[src/rtl/bus_if.sv]
// ---------------------------------------------------------------------------
// bus_if
//   Bus master interface between a CPU pipeline stage (IF or MEM) and the
//   shared bus. It turns a single-cycle CPU access strobe into a complete bus
//   transaction (request -> grant -> strobe -> ready). It stalls the pipeline
//   through busy until the transaction completes.
//
// Ports
//   clk, reset_          clock; synchronous active-low reset
//   stall, flush         pipeline control from the CPU
//   cpuAddr/cpuAs_/      CPU side of the access:
//   cpuRW/cpuWrData        word address, strobe, read(1)/write(0), write data
//   cpuRdData, busy      read data returned to the CPU; busy = CPU must stall
//   busReq_, busGrnt_    request to the arbiter and grant back from it
//   busAddr/busAs_/      registered master outputs to the bus master mux
//   busRW/busWrData
//   busRdData, busRdy_   read data and ready from the slave mux
// ---------------------------------------------------------------------------
module bus_if #(
   parameter int ADDR_W = 30,
   parameter int DATA_W = 32
) (
   input  logic              clk,
   input  logic              reset_,
   input  logic              stall,
   input  logic              flush,
   input  logic [ADDR_W-1:0] cpuAddr,
   input  logic              cpuAs_,
   input  logic              cpuRW,
   input  logic [DATA_W-1:0] cpuWrData,
   output logic [DATA_W-1:0] cpuRdData,
   output logic              busy,
   output logic              busReq_,
   input  logic              busGrnt_,
   output logic [ADDR_W-1:0] busAddr,
   output logic              busAs_,
   output logic              busRW,
   output logic [DATA_W-1:0] busWrData,
   input  logic [DATA_W-1:0] busRdData,
   input  logic              busRdy_
);

   typedef enum logic [1:0] {
      IDLE   = 2'd0,
      REQ    = 2'd1,
      ACCESS = 2'd2,
      STALL  = 2'd3
   } state_t;

   state_t              state_q,       state_d;
   logic                bus_req_q,     bus_req_d;
   logic                bus_as_q,      bus_as_d;
   logic [ADDR_W-1:0]   bus_addr_q,    bus_addr_d;
   logic                bus_rw_q,      bus_rw_d;
   logic [DATA_W-1:0]   bus_wr_data_q, bus_wr_data_d;
   logic [DATA_W-1:0]   rd_data_q,     rd_data_d;

   logic                busy_c;
   logic [DATA_W-1:0]   cpu_rd_data_c;

   always_comb begin
      state_d       = state_q;
      bus_req_d     = bus_req_q;
      bus_as_d      = bus_as_q;
      bus_addr_d    = bus_addr_q;
      bus_rw_d      = bus_rw_q;
      bus_wr_data_d = bus_wr_data_q;
      rd_data_d     = rd_data_q;
      busy_c        = 1'b0;
      cpu_rd_data_c = rd_data_q;

      case (state_q)
         IDLE: begin
            if (!cpuAs_ && !flush) begin
               busy_c        = 1'b1;
               bus_addr_d    = cpuAddr;
               bus_rw_d      = cpuRW;
               bus_wr_data_d = cpuWrData;
               bus_req_d     = 1'b0;
               state_d       = REQ;
            end
         end

         REQ: begin
            busy_c = 1'b1;
            if (flush) begin
               bus_req_d     = 1'b1;
               bus_addr_d    = '0;
               bus_rw_d      = 1'b1;
               bus_wr_data_d = '0;
               state_d       = IDLE;
            end else if (!busGrnt_) begin
               bus_as_d = 1'b0;
               state_d  = ACCESS;
            end
         end

         ACCESS: begin
            // Strobe is a one-cycle pulse on ACCESS entry; flush is not
            // honoured here because the slave has already seen the access.
            bus_as_d = 1'b1;
            if (busRdy_) begin
               busy_c = 1'b1;
            end else begin
               // Completion: read data goes straight through to the CPU this
               // cycle and is captured so it holds afterwards.
               if (bus_rw_q) begin
                  cpu_rd_data_c = busRdData;
                  rd_data_d     = busRdData;
               end
               bus_req_d     = 1'b1;
               bus_addr_d    = '0;
               bus_rw_d      = 1'b1;
               bus_wr_data_d = '0;
               state_d       = stall ? STALL : IDLE;
            end
         end

         STALL: begin
            // cpuAs_ is still asserted by the stalled stage; ignoring it here
            // stops the same access from being issued twice.
            if (!stall || flush) begin
               state_d = IDLE;
            end
         end

         default: begin
            state_d = IDLE;
         end
      endcase
   end

   always_ff @(posedge clk) begin
      if (!reset_) begin
         state_q       <= IDLE;
         bus_req_q     <= 1'b1;
         bus_as_q      <= 1'b1;
         bus_addr_q    <= '0;
         bus_rw_q      <= 1'b1;
         bus_wr_data_q <= '0;
         rd_data_q     <= '0;
      end else begin
         state_q       <= state_d;
         bus_req_q     <= bus_req_d;
         bus_as_q      <= bus_as_d;
         bus_addr_q    <= bus_addr_d;
         bus_rw_q      <= bus_rw_d;
         bus_wr_data_q <= bus_wr_data_d;
         rd_data_q     <= rd_data_d;
      end
   end

   assign busReq_   = bus_req_q;
   assign busAs_    = bus_as_q;
   assign busAddr   = bus_addr_q;
   assign busRW     = bus_rw_q;
   assign busWrData = bus_wr_data_q;
   assign busy      = busy_c;
   assign cpuRdData = cpu_rd_data_c;

endmodule

[config.mk]
export PLATFORM = sky130hd
export DESIGN_NAME = bus_if
export DESIGN_NICKNAME = d
export VERILOG_FILES = /design/src/rtl/bus_if.sv
export SDC_FILE = /design/constraint.sdc
export NUM_CORES = 1
export LEC_CHECK = 0
export CAP_MARGIN = 20
export CORE_UTILIZATION = 50
export CTS_CLUSTER_DIAMETER = 60
export CTS_CLUSTER_SIZE = 30
export DETAILED_ROUTE_END_ITERATION = 7
export DONT_BUFFER_PORTS = 1
export GPL_TIMING_DRIVEN = 0
export PLACE_DENSITY = 0.66
export SLEW_MARGIN = 25
export SYNTH_ARGS = -nofsm -noshare
export SYNTH_HDL_FRONTEND = slang
export SYNTH_SLANG_ARGS = --single-unit
[constraint.sdc]
create_clock -name clk -period 2.66 [get_ports clk]
set_clock_uncertainty 0.1 [all_clocks]
set_input_delay 0.133 -clock clk [delete_from_list [all_inputs] [get_ports clk]]
set_output_delay 0.133 -clock clk [all_outputs]
set_load 0.1 [all_outputs]
==> metrics.yaml, run 1 <==
logic_synthesis:
  yosysMostFrequentCell: "dfxtp_1"
  syn_avg_cell_area_um2: 11.17
  synth_edf_count: 0
  synthArstFlopShare_pct: 0
  synth_top_cell_area_share_pct: 42.46
  yosysTopAreaCell: "dfxtp_1"
  ys_ff_latch: 99
  synth_area_um2: 4668
  yosysSeqAreaShare_pct: 42.46
  synth_warnings: 0
  synth_commonest_cells: "99 x dfxtp_1, 66 x mux2i_1, 64 x nand2_1, 62 x nand3b_1, 33 x and2_1"
  netlist_instances: 418
  ys.flop_type: "dfxtp_1"
  syn_nets: 525
  synth_cell_types: 28
  yosys-top-cells-area: "dfxtp_1 42%, mux2i_1 14%, nand3b_1 10%"
global_route:
  overflow: 0
  antenna_found_initial: 0
  track_usage_pct: 21.95
  grt_pass1_wl_mm: 17.11
  gr-usage-met2_pct: 38.79
  top_usage_layer: "met2"
  grt_pass1_vias: 3423
  met3_usage_pct: 4.965
  grt_max_degree: 19
  use_met1_pct: 26.30
floorplan:
  boundaryPins: 200
  initial_core_util_pct: 52.50
  dieArea_um2: 9727
  die_h_um: 98.63
  core_um2: 8891
  core.rowCount: 34
  die_w_um: 98.63
setup_path:
  critPathMaxStageDelay_ps: 830
  cp-endpoint: "busy"
  path_cells: "inv_1, ha_1, a221oi_1, nor2_2"
  r2r_end: "busAddr[26]$_SDFFE_PN0P_"
  rrSetupSlack_ps: 410
  start_kind: "register"
  timing.rr.start: "state_q[0]$_SDFFE_PN0P_"
  critPathArrivalTime_ps: 2200
  critical_path.slowest_cell: "nor2_2"
  end_kind: "output pin"
  worstRegToRegCells: 6
  crit_type: "reg -> out"
  cp_max_fo: 7
  crit_start: "state_q[0]$_SDFFE_PN0P_"
  cp_data_required_time_ps: 2430
drt:
  wl_mm: 10.83
  ant_nets: 0
  drc: 0
  dr.pass1.iters: 4
  avgRoutedWirePerCell_um: 17.55
  vias: 3252
  drt_iter0_drc: 81
  vias_per_cell: 5.271
clock_tree:
  cts.clk_slew.worst_paths_ps: 100
  root_buffer: "clkbuf_8"
  ctsHoldBuffers: 75
  cts_tree: "built"
  cts_setup_buffers: 0
  clk_latency_ps: 340
  cts.repair.resized: 0
  clock_sinks: 99
  htree_levels: 3
  cts-buffers-inserted: 9
  clock_path_buffers: 2
sta:
  tns_ps: 0
  post-route-min-period_ps: 2430
  setup_viol: 0
  slew-limit-headroom_pct: 28.94
  drv_slew: 0
  fmax_mhz: 411.6
  hold_viol: 0
  max_slew.worst_pin.slew_ps: 1065
  post-route-period-util_pct: 91.34
  rsz0062_at_grt: "no"
worst_hold_path:
  min_path_type: "in -> reg"
power:
  p_leak_nw: 2.408
  p_per_area_nw_per_um2: 915.9
  ir_drop_mv: 0.5390
finish:
  diodes: 0
  syn2layout_area_growth_pct: 23.43
  final_nets: 611
  layout-drive-gt1-share_pct: 16.31
  utilization_pct: 64.80
placed_design:
  io_buffers: 0
  gp_congestion: 0.7123
  dpl.hpwl_mm: 7.395
outcome:
  status: "finished clean"
run:
  cap_violations: 0
## cells by family after synthesis
kind of cell | share of synthesized area (%)
AND/OR/NAND/NOR | 21.20
flip-flops | 42.46
multiplexers | 24.28
buffers and inverters | 8.791
AO/OA/AOI/OAI | 1.930
adder cells (fa/ha/maj) | 1.340
## worst min-delay path by stage
stage                                       endpoint  depth (start not counted)  slack [ps]          start
after floorplan             busAddr[10]$_SDFFE_PN0P_                          2         200    cpuAddr[10]
after global placement    busWrData[11]$_SDFFE_PN0P_                          2         200  cpuWrData[11]
after detailed placement     busAddr[0]$_SDFFE_PN0P_                          2         210     cpuAddr[0]
after CTS                   busAddr[23]$_SDFFE_PN0P_                          3           1         reset_
after global routing      busWrData[30]$_SDFFE_PN0P_                          3          30         reset_
final                       busAddr[23]$_SDFFE_PN0P_                          3          10         reset_
## layout make-up
| cell class | count | area [µm²] |
|---|---|---|
| clock inverter | 7 | 80.08 |
| timing repair buffer | 75 | 750.7 |
| inverter | 4 | 15.01 |
| multi-input combinational | 281 | 2278 |
| tap | 108 | 135.1 |
| fill | 691 | 3129 |
| sequential | 99 | 1983 |
| clock buffer | 9 | 123.9 |
| buffer | 34 | 395.4 |
## routing by layer
| metal | share of wire, % | vias up | wire length (µm) |
|---|---|---|---|
| met2 | 49 | 112 | 5258 |
| met5 | 0 | - | 0 |
| met1 | 43 | 1541 | 4684 |
| li1 | - | 1584 | - |
| met4 | 1.9 | 0 | 201 |
| met3 | 6.3 | 15 | 682 |
## worst max-delay path, delay by kind of cell, from the launching register on
kind	cells	cell delay [ps]
DFF	1	350
and+or+nand+nor	1	830
adders and majority gates	1	370
buffers and inverters	1	110
AOI/OAI and AO/OA	1	180
## per-stage QoR
step | power, mW | instance area, µm² | setup WS [ps] | hold slack, ps | cells
floorplan | 4.001 | 4668 | 287.6 | 198.7 | 418
global placement | 4.171 | 4803 | 206.2 | 200.5 | 526
detailed placement | 4.202 | 4807 | 596.9 | 206.8 | 526
CTS | 5.309 | 5762 | 225.8 | 1.393 | 617
global route | 5.487 | 5762 | 141.5 | 26.57 | 617
finish | 5.277 | 5762 | 230.4 | 10.42 | 617
## report_power, final
group          switching (mW)  leakage, nW  internal, mW
registers                1.43        0.806          1.67
logic                   0.557         1.50         0.618
clock network           0.553       0.0973         0.449
total                    2.54         2.41          2.73
## state kept, by name, indices dropped and copies added, names as in the netlist
| signal | cells |
|---|---|
| busWrData | 32 |
| busRW | 1 |
| busReq_ | 1 |
| busAs_ | 1 |
| rd_data_q | 32 |
| state_q | 2 |
| busAddr | 30 |
## cells in the final DEF, fill, tap and decap left out, types with 3 or more instances in the layout
| master | instances |
|---|---|
| buf_6 | 3 |
| mux2i_1 | 66 |
| buf_2 | 5 |
| clkbuf_8 | 21 |
| inv_6 | 4 |
| and2b_2 | 4 |
| nand2_1 | 64 |
| dlygate4sd3_1 | 75 |
| o21ai_0 | 3 |
| and2_1 | 33 |
| ha_1 | 5 |
| clkbuf_1 | 5 |
| buf_12 | 6 |
| nand3b_1 | 62 |
| inv_1 | 4 |
| dfxtp_1 | 98 |
| mux2_4 | 30 |
Note: power is estimated with default switching activity, not from simulation.
==> inputs of run 2 (changes only) <==
- PLACE_DENSITY: 0.66 -> 0.69
- clock period: 2.66 -> 2.15 ns (I/O delays scaled with it)
==> metrics.yaml, run 2 (synthesized netlist as in run 1, its figures left out) <==
floorplan:
  die_w_um: 98.63
  dieArea_um2: 9727
  boundaryPins: 200
  core.rowCount: 34
  initial_core_util_pct: 52.50
  die_h_um: 98.63
  core_um2: 8891
global_route:
  overflow: 0
  antenna_found_initial: 0
  track_usage_pct: 23.36
  grt_pass1_vias: 3602
  grt_pass1_wl_mm: 17.84
  grt_max_degree: 18
drt:
  vias: 3319
  avgRoutedWirePerCell_um: 18.35
  ant_nets: 0
  vias_per_cell: 5.397
  dr.pass1.iters: 4
  wl_mm: 11.29
  drc: 0
  drt_iter0_drc: 64
sta:
  post-route-min-period_ps: 2052
  hold_viol: 0
  max_slew.worst_pin.slew_ps: 1029
  rsz0062_at_grt: "no"
  holdWs_ps: 33.07
  post-route-period-util_pct: 95.43
  fmax_mhz: 487.4
  tns_ps: 0
  slew-limit-headroom_pct: 31.28
  setup_viol: 0
  drv_slew: 0
finish:
  final_nets: 610
  utilization_pct: 65.09
  mostFrequentLayoutCells: "96 x dfxtp_1, 72 x dlygate4sd3_1, 66 x mux2i_1, 64 x nand2_1, 62 x nand3b_1"
  layout-drive-gt1-share_pct: 17.36
  diodes: 0
  final_common_cell: "dfxtp_1"
  syn2layout_area_growth_pct: 23.96
worst_hold_path:
  min_path_cells: 3
  worstHoldEndpoint: "busAddr[23]$_SDFFE_PN0P_"
  min_path_type: "in -> reg"
  holdCritStartpoint: "busRdy_"
power:
  p_per_area_nw_per_um2: 1150
  p_int_mw: 3.503
  sw_frac_of_total_pct: 47.35
  combPwrFrac_pct: 22.1
  ir_drop_mv: 0.7202
  p_switching_mw: 3.150
  p_leak_nw: 2.431
  pwr-share-clk_pct: 20.1
  seqPwrFrac_pct: 57.8
setup_path:
  cp_max_fo: 10
  crit_type: "reg -> out"
  critical_path.slowest_cell: "mux2_4"
  r2r_end: "busAs_$_SDFFE_PN1P_"
  critPathMaxStageDelay_ps: 450
  start_kind: "register"
  timing.rr.start: "state_q[1]$_SDFFE_PN0P_"
  crit_family: "multiplexers"
  critPathArrivalTime_ps: 1840
  cp_data_required_time_ps: 1940
  worstRegToRegCells: 6
  critPathBufInv: 2
  end_kind: "output pin"
  rrSetupSlack_ps: 130
  path_cells: "inv_1, ha_4, nand3b_4, buf_6, mux2_4"
clock_tree:
  root_buffer: "clkbuf_8"
  clk_latency_ps: 350
  clock_path_buffers: 2
  cts.clk_slew.worst_paths_ps: 100
  htree_levels: 3
  clock_sinks: 99
  cts-buffers-inserted: 9
  cts_tree: "built"
placed_design:
  dpl.hpwl_mm: 7.542
  io_buffers: 0
  gp_congestion: 0.7296
run:
  cap_violations: 0
outcome:
  status: "finished clean"
-- run 2: through the flow --
step           worst slack [ps]  instances  instance area (µm²)  power, mW
4_1_cts                   39.37        613                 5767      6.663
6_report                  98.24        615                 5787      6.653
3_3_place_gp              126.1        526                 4807      5.164
2_1_floorplan             235.3        418                 4672      4.954
3_5_place_dp              71.73        526                 4807      5.198
5_1_grt                   16.71        615                 5787      6.889
-- run 2: power by group through the flow --
stage / Clock, mW / Combinational [mW] / Sequential [mW]
after floorplan: 0 / 1.14 / 3.81
after global placement: 0 / 1.29 / 3.87
after detailed placement: 0 / 1.32 / 3.88
after CTS: 1.38 / 1.45 / 3.84
after global routing: 1.44 / 1.59 / 3.87
final: 1.34 / 1.47 / 3.84
-- run 2: repair_timing --
| action | in CTS | in global routing |
|---|---|---|
| cloned | 0 | 0 |
| endpoints found under the setup margin | 33 | 69 |
| setup buffers | 0 | 2 |
| hold buffers | 72 | 0 |
| gates resized for setup | 4 | 3 |
| hold endpoints to repair | 66 | 0 |
-- run 2: worst max-delay path by stage --
stage                               end  depth (start not counted)  slack (ps)               startpoint
2_1_floorplan  rd_data_q[10]$_SDFF_PN0_                          6         240  state_q[0]$_SDFFE_PN0P_
3_3_place_gp    rd_data_q[5]$_SDFF_PN0_                          6         130  state_q[0]$_SDFFE_PN0P_
3_5_place_dp   rd_data_q[15]$_SDFF_PN0_                          6          70  state_q[0]$_SDFFE_PN0P_
4_1_cts                    cpuRdData[4]                          5          40  state_q[0]$_SDFFE_PN0P_
5_1_grt                    cpuRdData[9]                          5          20  state_q[0]$_SDFFE_PN0P_
6_report                  cpuRdData[12]                          5         100  state_q[0]$_SDFFE_PN0P_
-- run 2: area by class of cell --
class	count	area, µm²
Fill cell	696	3104
Multi-Input combinational cell	281	2298
Sequential cell	99	1988
Timing Repair Buffer	74	735.7
Buffer	34	395.4
Tap cell	108	135.1
Clock buffer	9	123.9
Clock inverter	6	95.09
Inverter	4	15.01
-- run 2: worst register-to-register path, cell delays in order, from the launching register on --
cell and delay [ps]:
dfxtp_2 360, inv_1 110, ha_1 240, and2b_2 210, nor3b_1 200, o21ai_0 110
dlygate4sd3_1 590
-- run 2: routing by layer --
| metal | GRT usage (%) | vias to the layer above | part of all wire (%) |
|---|---|---|---|
| met5 | 0 | - | 0 |
| met4 | 11.02 | 0 | 2.5 |
| met3 | 5.745 | 23 | 6.7 |
| met2 | 41.39 | 132 | 49 |
| met1 | 26.42 | 1571 | 41 |
| li1 | - | 1593 | - |
==> inputs of run 3 (changes only) <==
- MAX_ROUTING_LAYER: default -> met4
==> metrics.yaml, run 3 (synthesized netlist as in run 1, its figures left out) <==
outcome:
  status: "finished clean"
setup_path:
  path_cells: "inv_1, ha_4, nand3b_4, buf_6, mux2_4"
  critPathMaxStageDelay_ps: 450
  critPathArrivalTime_ps: 1850
  critPathBufInv: 2
  critical_path.slowest_cell: "mux2_4"
  end_kind: "output pin"
  crit_type: "reg -> out"
  cp_data_required_time_ps: 1940
  crit_family: "multiplexers"
  start_kind: "register"
  cp_max_fo: 10
power:
  power_mw: 6.657
  p_leak_nw: 2.431
  p_per_area_nw_per_um2: 1150
  ir_drop_mv: 0.7199
finish:
  diodes: 0
  finalInstanceArea_um2: 5787
  mostFrequentLayoutCells: "96 x dfxtp_1, 72 x dlygate4sd3_1, 66 x mux2i_1, 64 x nand2_1, 62 x nand3b_1"
  layout-drive-gt1-share_pct: 17.36
  final_nets: 610
  final_common_cell: "dfxtp_1"
  syn2layout_area_growth_pct: 23.96
  utilization_pct: 65.09
drt:
  wl_mm: 11.30
  vias_per_cell: 5.387
  drt_iter0_drc: 70
  drc: 0
  vias: 3313
  avgRoutedWirePerCell_um: 18.37
  ant_nets: 0
  dr.pass1.iters: 4
sta:
  fmax_mhz: 486.5
  drv_slew: 0
  max_slew.worst_pin.slew_ps: 1030
  slew-limit-headroom_pct: 31.27
  post-route-min-period_ps: 2055
  setup_viol: 0
  tns_ps: 0
  rsz0062_at_grt: "no"
  worst_slack_ps: 94.67
  hold_viol: 0
  post-route-period-util_pct: 95.60
worst_hold_path:
  min_path_type: "in -> reg"
clock_tree:
  root_buffer: "clkbuf_8"
  clock_path_buffers: 2
  cts-buffers-inserted: 9
  clk_latency_ps: 360
  cts_tree: "built"
  cts.clk_slew.worst_paths_ps: 90
  htree_levels: 3
  clock_sinks: 99
placed_design:
  dpl-instance-area_um2: 4807
  gp_congestion: 0.7384
  place_ws_ps: 71.73
  io_buffers: 0
  dpl.hpwl_mm: 7.542
floorplan:
  boundaryPins: 200
  core_um2: 8891
  die_w_um: 98.63
  core.rowCount: 34
  die_h_um: 98.63
  dieArea_um2: 9727
  initial_core_util_pct: 52.50
global_route:
  track_usage_pct: 24.12
  grt_pass1_wl_mm: 17.84
  antenna_found_initial: 0
  grt_max_degree: 18
  grt_pass1_vias: 3601
  overflow: 0
run:
  cap_violations: 0
==> run 3: worst paths after layout <==
| kind | from | end | slack [ps] | cells past startpoint |
|---|---|---|---|---|
| worst max-delay path | state_q[0]$_SDFFE_PN0P_ | cpuRdData[4] | 90 | 5 |
| worst max register to register | state_q[1]$_SDFFE_PN0P_ | busAs_$_SDFFE_PN1P_ | 130 | 6 |
| worst min register to register | state_q[0]$_SDFFE_PN0P_ | state_q[0]$_SDFFE_PN0P_ | 410 | 2 |
| worst min-delay path | busRdy_ | busAddr[21]$_SDFFE_PN0P_ | 30 | 3 |
==> run 3: report_power, final <==
group          internal, mW  switching [mW]
logic                 0.771           0.701
clock network         0.667           0.674
registers              2.07            1.78
==> run 3: through the flow <==
stage / hold WS, ps / instances
5_1_grt: 25.61 / 615
3_3_place_gp: 176.9 / 526
6_report: 30.56 / 615
2_1_floorplan: 173.2 / 418
4_1_cts: 8.584 / 613
3_5_place_dp: 183.3 / 526
==> run 3: what timing repair did <==
action,in CTS,in global routing
gates resized for setup,4,3
hold endpoints to repair,66,0
pin swaps,0,0
setup endpoints to repair,33,69
hold buffers,72,0
buffers inserted,0,2
==> run 3: final cells by class <==
cell class	instances	area, µm²
Clock buffer	9	123.9
Inverter	4	15.01
Multi-Input combinational cell	281	2298
Fill cell	696	3104
Clock inverter	6	95.09
Timing Repair Buffer	74	735.7
Buffer	34	395.4
Sequential cell	99	1988
Tap cell	108	135.1
==> run 3: worst reg2reg max path, delay by kind of cell, from the launching register on <==
kind	cells	cell delay (ps)
AOI/OAI and AO/OA	1	110
adders and majority gates	1	240
buffers and inverters	2	700
DFF	1	360
and+or+nand+nor	2	410
==> run 3: layer usage <==
metal,vias up,GRT usage (%),share of wire (%)
li1,1593,-,-
met1,1564,26.86,42
met2,134,41.39,49
met3,22,6.099,6.5
met4,0,9.644,2.4
met5,-,-,0
